$ cat config.mk
export PLATFORM = sky130hd
export DESIGN_NAME = load_store_unit
export DESIGN_NICKNAME = d
export VERILOG_FILES = /design/src/rtl/lsu_pkg.sv /design/src/rtl/lsu_lane_align.sv /design/src/rtl/load_store_unit.sv
export SDC_FILE = /design/constraint.sdc
export NUM_CORES = 1
export LEC_CHECK = 0
export CAP_MARGIN = 25
export CORE_MARGIN = 3
export CORE_UTILIZATION = 30
export DETAILED_ROUTE_END_ITERATION = 10
export HOLD_SLACK_MARGIN = 0.05
export PLACE_DENSITY = 0.6
export REMOVE_ABC_BUFFERS = 1
export SYNTH_ARGS = -nofsm -noshare
export SYNTH_HDL_FRONTEND = slang
export SYNTH_HIERARCHICAL = 1
export SYNTH_SLANG_ARGS = --single-unit
$ cat constraint.sdc
create_clock -name clk -period 4.06 [get_ports clk]
set_input_delay 1.015 -clock clk [delete_from_list [all_inputs] [get_ports clk]]
set_output_delay 1.015 -clock clk [all_outputs]
set_load 0.005 [all_outputs]
$ cat src/rtl/lsu_pkg.sv
// Shared types and helpers for the load/store unit: access sizes, FSM states,
// lane widths and the alignment rule.
package lsu_pkg;

  localparam int unsigned WORD_W = 32;
  localparam int unsigned HALF_W = 16;
  localparam int unsigned BYTE_W = 8;

  typedef enum logic [1:0] {
    SZ_BYTE = 2'd0,
    SZ_HALF = 2'd1,
    SZ_WORD = 2'd2
  } lsu_size_e;

  typedef enum logic [1:0] {
    ST_IDLE  = 2'd0,
    ST_MERGE = 2'd1,
    ST_WRITE = 2'd2,
    ST_RESP  = 2'd3
  } lsu_state_e;

  // Encoding 3 is reserved and behaves as a full word.
  function automatic lsu_size_e norm_size(input logic [1:0] raw);
    lsu_size_e sz;
    sz = (raw == 2'd3) ? SZ_WORD : lsu_size_e'(raw);
    return sz;
  endfunction

  function automatic logic is_misaligned(input lsu_size_e size, input logic [1:0] lane);
    return ((size == SZ_HALF) && lane[0]) || ((size == SZ_WORD) && (lane != 2'd0));
  endfunction

endpackage

$ cat src/rtl/lsu_lane_align.sv
// Combinational byte-lane datapath: load extraction with sign/zero extension,
// and store merge of a byte/half into an existing memory word.
module lsu_lane_align
  import lsu_pkg::*;
(
  input  lsu_size_e         i_ld_size,
  input  logic [1:0]        i_ld_lane,
  input  logic              i_ld_unsigned,
  input  logic [WORD_W-1:0] i_ld_word,
  output logic [WORD_W-1:0] o_ld_data,
  input  lsu_size_e         i_st_size,
  input  logic [1:0]        i_st_lane,
  input  logic [HALF_W-1:0] i_st_wdata,
  input  logic [WORD_W-1:0] i_st_word,
  output logic [WORD_W-1:0] o_st_word
);

  logic [WORD_W-1:0] w_ld_shift;
  logic              w_sign_b;
  logic              w_sign_h;
  logic [WORD_W-1:0] w_st_mask;
  logic [WORD_W-1:0] w_st_data;

  // Load: bring the addressed lane down to bit 0, then extend.
  always_comb begin
    w_ld_shift = i_ld_word >> {i_ld_lane, 3'b000};
    w_sign_b   = !i_ld_unsigned && w_ld_shift[BYTE_W-1];
    w_sign_h   = !i_ld_unsigned && w_ld_shift[HALF_W-1];
    o_ld_data  = w_ld_shift;
    case (i_ld_size)
      SZ_BYTE: o_ld_data = {{(WORD_W-BYTE_W){w_sign_b}}, w_ld_shift[BYTE_W-1:0]};
      SZ_HALF: o_ld_data = {{(WORD_W-HALF_W){w_sign_h}}, w_ld_shift[HALF_W-1:0]};
      default: o_ld_data = w_ld_shift;
    endcase
  end

  // Store: replicate the data across all lanes and let the mask pick the target.
  always_comb begin
    w_st_mask = '0;
    w_st_data = '0;
    case (i_st_size)
      SZ_BYTE: begin
        w_st_mask = WORD_W'({BYTE_W{1'b1}}) << {i_st_lane, 3'b000};
        w_st_data = {(WORD_W/BYTE_W){i_st_wdata[BYTE_W-1:0]}};
      end
      SZ_HALF: begin
        w_st_mask = WORD_W'({HALF_W{1'b1}}) << {i_st_lane, 3'b000};
        w_st_data = {(WORD_W/HALF_W){i_st_wdata}};
      end
      default: begin
        w_st_mask = '0;
        w_st_data = '0;
      end
    endcase
    o_st_word = (i_st_word & ~w_st_mask) | (w_st_data & w_st_mask);
  end

endmodule

$ cat src/rtl/load_store_unit.sv
// Load/store unit between a pipeline request/response handshake and a
// word-addressed memory with combinational read; sub-word stores use read-modify-write.
module load_store_unit
  import lsu_pkg::*;
#(
  parameter int unsigned BITS  = 32,
  parameter int unsigned DEPTH = 256
) (
  input  logic                     clk,
  input  logic                     rst,
  input  logic                     req_valid,
  output logic                     req_ready,
  input  logic                     req_write,
  input  logic [1:0]               req_size,
  input  logic                     req_unsigned,
  input  logic [31:0]              req_addr,
  input  logic [BITS-1:0]          req_wdata,
  output logic                     rsp_valid,
  input  logic                     rsp_ready,
  output logic [BITS-1:0]          rsp_rdata,
  output logic                     rsp_err,
  output logic                     mem_write_en,
  output logic [$clog2(DEPTH)-1:0] mem_write_address,
  output logic [BITS-1:0]          mem_data_in,
  output logic [$clog2(DEPTH)-1:0] mem_read_address,
  input  logic [BITS-1:0]          mem_data_out
);

  localparam int unsigned AW = $clog2(DEPTH);

  lsu_state_e        r_state;
  lsu_state_e        w_state_nxt;

  logic [AW-1:0]     r_idx;
  logic [1:0]        r_lane;
  lsu_size_e         r_size;
  logic [HALF_W-1:0] r_wdata;
  logic [AW-1:0]     r_wr_addr;
  logic [BITS-1:0]   r_wr_data;
  logic [BITS-1:0]   r_rdata;
  logic              r_err;

  lsu_size_e         w_req_size;
  logic [AW-1:0]     w_req_idx;
  logic              w_accept;
  logic              w_misaligned;
  logic [WORD_W-1:0] w_ld_data;
  logic [WORD_W-1:0] w_merge_word;
  logic              w_unused_addr;

  // Upper address bits beyond the memory depth wrap by design.
  assign w_unused_addr = ^req_addr[31:AW+2];

  assign w_req_size   = norm_size(req_size);
  assign w_req_idx    = req_addr[AW+1:2];
  assign w_misaligned = is_misaligned(w_req_size, req_addr[1:0]);
  assign w_accept     = req_valid && (r_state == ST_IDLE);

  lsu_lane_align u_lane_align (
    .i_ld_size     (w_req_size),
    .i_ld_lane     (req_addr[1:0]),
    .i_ld_unsigned (req_unsigned),
    .i_ld_word     (mem_data_out),
    .o_ld_data     (w_ld_data),
    .i_st_size     (r_size),
    .i_st_lane     (r_lane),
    .i_st_wdata    (r_wdata),
    .i_st_word     (mem_data_out),
    .o_st_word     (w_merge_word)
  );

  always_ff @(posedge clk) begin
    if (rst) begin
      r_state <= ST_IDLE;
    end else begin
      r_state <= w_state_nxt;
    end
  end

  always_comb begin
    w_state_nxt = r_state;
    case (r_state)
      ST_IDLE: begin
        if (w_accept) begin
          if (w_misaligned || !req_write) begin
            w_state_nxt = ST_RESP;
          end else if (w_req_size == SZ_WORD) begin
            w_state_nxt = ST_WRITE;
          end else begin
            w_state_nxt = ST_MERGE;
          end
        end
      end
      ST_MERGE: w_state_nxt = ST_WRITE;
      ST_WRITE: w_state_nxt = ST_RESP;
      ST_RESP: begin
        if (rsp_ready) begin
          w_state_nxt = ST_IDLE;
        end
      end
      default: w_state_nxt = ST_IDLE;
    endcase
  end

  // Request capture, merge result and response payload.
  always_ff @(posedge clk) begin
    if (rst) begin
      r_idx     <= '0;
      r_lane    <= '0;
      r_size    <= SZ_BYTE;
      r_wdata   <= '0;
      r_wr_addr <= '0;
      r_wr_data <= '0;
      r_rdata   <= '0;
      r_err     <= 1'b0;
    end else begin
      case (r_state)
        ST_IDLE: begin
          if (w_accept) begin
            r_idx   <= w_req_idx;
            r_lane  <= req_addr[1:0];
            r_size  <= w_req_size;
            r_wdata <= req_wdata[HALF_W-1:0];
            if (w_misaligned) begin
              r_err   <= 1'b1;
              r_rdata <= '0;
            end else if (!req_write) begin
              r_rdata <= BITS'(w_ld_data);
            end else if (w_req_size == SZ_WORD) begin
              r_wr_addr <= w_req_idx;
              r_wr_data <= req_wdata;
            end
          end
        end
        ST_MERGE: begin
          r_wr_addr <= r_idx;
          r_wr_data <= BITS'(w_merge_word);
        end
        ST_RESP: begin
          if (rsp_ready) begin
            r_rdata <= '0;
            r_err   <= 1'b0;
          end
        end
        default: ;
      endcase
    end
  end

  assign req_ready         = (r_state == ST_IDLE);
  assign rsp_valid         = (r_state == ST_RESP);
  assign rsp_rdata         = r_rdata;
  assign rsp_err           = r_err;
  assign mem_write_en      = (r_state == ST_WRITE) && !rst;
  assign mem_write_address = r_wr_addr;
  assign mem_data_in       = r_wr_data;
  assign mem_read_address  = (r_state == ST_IDLE) ? w_req_idx : r_idx;

endmodule

==> impl_metrics.xml <==
<?xml version="1.0" encoding="UTF-8"?>
<metrics>
  <group name="floorplanning">
    <metric name="fp.dieH" unit="um">143</metric>
    <metric name="fp.dieArea" unit="mm^2">0.0204</metric>
    <metric name="num_rows" unit="">49</metric>
    <metric name="core" unit="mm^2">0.0181</metric>
    <metric name="floorplan.initialDensity" unit="%">30.9</metric>
    <metric name="die_width" unit="um">143</metric>
    <metric name="pin_count" unit="">188</metric>
  </group>
  <group name="setup_path">
    <metric name="kind_of_end_point_of_the_critical_path" unit="">primary output</metric>
    <metric name="rr_startpoint" unit="">r_state[1]</metric>
    <metric name="required" unit="ns">3.04</metric>
    <metric name="startpoint_type" unit="">flip-flop</metric>
    <metric name="crit_path_max_incr_delay" unit="ns">0.62</metric>
    <metric name="worstSetupPathType" unit="">flip-flop to primary output</metric>
    <metric name="critical_path.cell_chain" unit="">inv_1 -&gt; ha_1 -&gt; mux2_2 -&gt; clkdlybuf4s50_1</metric>
    <metric name="crit_fanout" unit="">18</metric>
    <metric name="critical-path-slowest-cell" unit="">sky130_fd_sc_hd__ha_1</metric>
    <metric name="worstPathArrival" unit="ns">2.29</metric>
    <metric name="worst_setup_path_startpoint" unit="">r_state[1]</metric>
  </group>
  <group name="clock_network">
    <metric name="postCtsHoldBufs" unit="">0</metric>
    <metric name="clock_tree.root_cell" unit="">sky130_fd_sc_hd__clkbuf_16</metric>
    <metric name="numClockSinks" unit="">103</metric>
    <metric name="cts_buffers" unit="">9</metric>
    <metric name="cts_post_setup_buffers_inserted" unit="">0</metric>
    <metric name="number_of_cells_upsized_or_downsized_after_cts" unit="">0</metric>
    <metric name="clock_tree.buffer_depth" unit="">2</metric>
    <metric name="htree_levels" unit="">3</metric>
    <metric name="clkLatencyLatePin" unit="ns">0.36</metric>
    <metric name="clk_pin_slew_worst_setup_hold_paths" unit="ns">0.08</metric>
    <metric name="cts_tree" unit="">done</metric>
  </group>
  <group name="finish">
    <metric name="antenna-diode-count" unit="">0</metric>
    <metric name="n_fill_cell" unit="">1763</metric>
    <metric name="layout_common_cells" unit="">sky130_fd_sc_hd__clkdlybuf4s50_1, sky130_fd_sc_hd__dfxtp_1, sky130_fd_sc_hd__nand2_1</metric>
    <metric name="fin_cells" unit="">964</metric>
    <metric name="design.final.nets" unit="">839</metric>
    <metric name="multi_input_area" unit="mm^2">0.00324</metric>
    <metric name="mostFrequentLayoutCell" unit="">sky130_fd_sc_hd__clkdlybuf4s50_1</metric>
    <metric name="area_growth_syn_to_layout" unit="%">36.8</metric>
    <metric name="post_route_cells_drive_above_1_share" unit="%">17.0</metric>
    <metric name="final-seq-area" unit="mm^2">0.00206</metric>
    <metric name="final_core_util" unit="%">42.3</metric>
  </group>
  <group name="grt">
    <metric name="grt_start_max_net_pins" unit="">52</metric>
    <metric name="grt_util_met2" unit="%">26.9</metric>
    <metric name="gr-usage-met1" unit="%">23.0</metric>
    <metric name="track_usage" unit="%">16.9</metric>
    <metric name="grt_pass1_vias" unit="">4646</metric>
    <metric name="global_route.overflow_total" unit="">0</metric>
    <metric name="globalRoute.busiestLayer" unit="">met2</metric>
    <metric name="grt_antenna_before_repair" unit="">1</metric>
    <metric name="grt.met3_usage" unit="%">2.78</metric>
    <metric name="grt_first_pass_wirelength" unit="um">26900</metric>
  </group>
  <group name="run">
    <metric name="drv.max_cap_violation_count" unit="">0</metric>
  </group>
  <group name="sta">
    <metric name="final_max_slew_viol_count" unit="">0</metric>
    <metric name="timing.setup.tns" unit="ns">0</metric>
    <metric name="max-slew-margin-rel" unit="%">46.0</metric>
    <metric name="final-setup-viol-count" unit="">0</metric>
    <metric name="fmax" unit="GHz">0.302</metric>
    <metric name="final.setup_skew" unit="ns">0.00850</metric>
    <metric name="fin_crit" unit="ns">3.31</metric>
    <metric name="rsz0062_at_grt" unit="">false</metric>
    <metric name="transition_at_the_pin_with_the_smallest_max_transition_slack" unit="ns">0.806</metric>
    <metric name="final_hold_viol_count" unit="">0</metric>
    <metric name="finalCritPeriodShare" unit="%">81.5</metric>
  </group>
  <group name="synthesis">
    <metric name="synth_compound_gate_area_share" unit="%">21.7</metric>
    <metric name="synth_enable_flop_cells" unit="">0</metric>
    <metric name="synthMuxAreaShare" unit="%">20.6</metric>
    <metric name="post_synth_num_cell_types" unit="">43</metric>
    <metric name="yosys.area_share.simple" unit="%">14.3</metric>
    <metric name="synth-seq-area-share" unit="%">36.7</metric>
    <metric name="largest_family_of_logic_cells_by_synthesized_area" unit="">compound AO/OA/AOI/OAI gates</metric>
    <metric name="fraction_of_registers_with_async_set_reset" unit="%">0</metric>
    <metric name="yosys_register_bits" unit="">103</metric>
    <metric name="yosys_warnings" unit="">6</metric>
    <metric name="synth_cells" unit="">593</metric>
    <metric name="adder_and_majority_gate_portion_of_the_synthesized_area" unit="%">0.891</metric>
    <metric name="ys.flop_type" unit="">sky130_fd_sc_hd__dfxtp_1</metric>
    <metric name="mappedNetlistArea" unit="mm^2">0.00561</metric>
    <metric name="xor_and_xnor_area_share_after_synthesis" unit="%">0</metric>
    <metric name="syn-mean-instance-area" unit="um^2">9.47</metric>
  </group>
  <group name="placed_design">
    <metric name="placed_cells_incl_taps" unit="">949</metric>
    <metric name="gp_congestion" unit="">0.800</metric>
    <metric name="port-buffer-count" unit="">165</metric>
    <metric name="dp_wirelength" unit="um">13000</metric>
  </group>
  <group name="hold_path">
    <metric name="hp-class" unit="">flip-flop to flip-flop</metric>
    <metric name="hold_path_startpoint" unit="">r_wdata[13]</metric>
  </group>
  <group name="detailed_routing">
    <metric name="drt_pre_antenna_iters" unit="">4</metric>
    <metric name="detail_route.drc_violations" unit="">0</metric>
    <metric name="postRouteWirelength" unit="um">17500</metric>
    <metric name="postRouteAntennaNets" unit="">0</metric>
    <metric name="detailroute.via_count" unit="">4721</metric>
    <metric name="post_drt_wl_per_cell" unit="um">18.2</metric>
    <metric name="drt_iter0_markers" unit="">368</metric>
    <metric name="viasPerCell" unit="">4.90</metric>
  </group>
  <group name="run_status">
    <metric name="run_status" unit="">finished, final reports clean</metric>
  </group>
  <group name="power">
    <metric name="powerDensity" unit="mW/mm^2">577</metric>
    <metric name="p_leak" unit="nW">2.74</metric>
    <metric name="ir_worst_vdd" unit="mV">0.301</metric>
  </group>
</metrics>
-- per-layer routing --
layer  routed length (um)  part of all wire [%]
met3                  720                   4.1
met2                 8220                    47
met1                 8160                    47
met5                   13                 0.074
met4                  425                   2.4
-- worst max-delay path: cells and delay by family (launching register included) --
kind                       cells  cell delay, ns
adders and majority gates      1            0.62
buffers and inverters          2            0.56
DFF                            1            0.34
muxes                          1            0.42
-- power breakdown --
group	total, W	switching, W	internal, W	leakage (nW)
registers	0.00143	0.000170	0.00126	0.840
clock network	0.000986	0.000412	0.000574	0.158
logic	0.00202	0.000982	0.00104	1.74
total	0.00443	0.00156	0.00287	2.74
-- Yosys cell counts (2+ instances only) --
library cell               instances  area, um^2
sky130_fd_sc_hd__dfxtp_1         103        2060
sky130_fd_sc_hd__nand2_1          78         293
sky130_fd_sc_hd__nor2_1           72         270
sky130_fd_sc_hd__mux2i_1          67         671
sky130_fd_sc_hd__mux2_2           41         462
sky130_fd_sc_hd__a211oi_2         40         500
sky130_fd_sc_hd__a21oi_1          38         190
sky130_fd_sc_hd__a22o_1           32         280
sky130_fd_sc_hd__clkbuf_1         16        60.1
sky130_fd_sc_hd__a211oi_1         14         105
sky130_fd_sc_hd__buf_2            13        65.1
sky130_fd_sc_hd__nor2b_1          13        81.3
sky130_fd_sc_hd__buf_6            10         113
sky130_fd_sc_hd__buf_4             9        67.6
sky130_fd_sc_hd__o21ai_0           8        40.0
sky130_fd_sc_hd__inv_1             5        18.8
sky130_fd_sc_hd__ha_1              4        50.1
sky130_fd_sc_hd__nor3_1            3        15.0
sky130_fd_sc_hd__and2_1            2        12.5
sky130_fd_sc_hd__o21ai_2           2        17.5
-- per-stage QoR --
stage          cell area [um^2]  hold WS [ns]  total power (W)  setup slack [ns]
2_1_floorplan              5310         0.430          0.00258            -0.263
3_3_place_gp               7340         0.442          0.00343             0.681
3_5_place_dp               7350         0.446          0.00348             0.564
4_1_cts                    7680         0.457          0.00448             0.723
5_1_grt                    7680         0.486          0.00470             0.646
6_report                   7680         0.458          0.00443             0.751
-- final timing paths --
| kind | depth (start not counted) | slack [ns] | end |
|---|---|---|---|
| hold / removal | 2 | 0.46 | r_wdata[13] |
| hold reg to reg | 2 | 0.46 | r_wdata[13] |
| setup / recovery | 4 | 0.75 | mem_read_address[6] |
| setup reg to reg | 7 | 1.41 | mem_data_in[28] |
-- flip-flops by register name (all words and copies together), names as in the netlist --
name,cells
rsp_err,1
r_idx,8
r_wdata,16
r_size,2
r_state,2
rsp_rdata,32
r_lane,2
mem_data_in,32
mem_write_address,8
-- cell type report --
class	instances	share of cell area [%]
Clock buffer	11	3.29
Clock inverter	4	0.994
Multi-Input combinational cell	436	42.2
Tap cell	229	3.73
Sequential cell	103	26.8
Inverter	5	0.244
Timing Repair Buffer	176	22.7
-- cells by family after synthesis --
logic type,after synthesis
mux,109
flops,103
fa+ha+maj,4
simple gates,180
compound gates,143
buf+inv,54
Power figures use the tool's default switching activity.
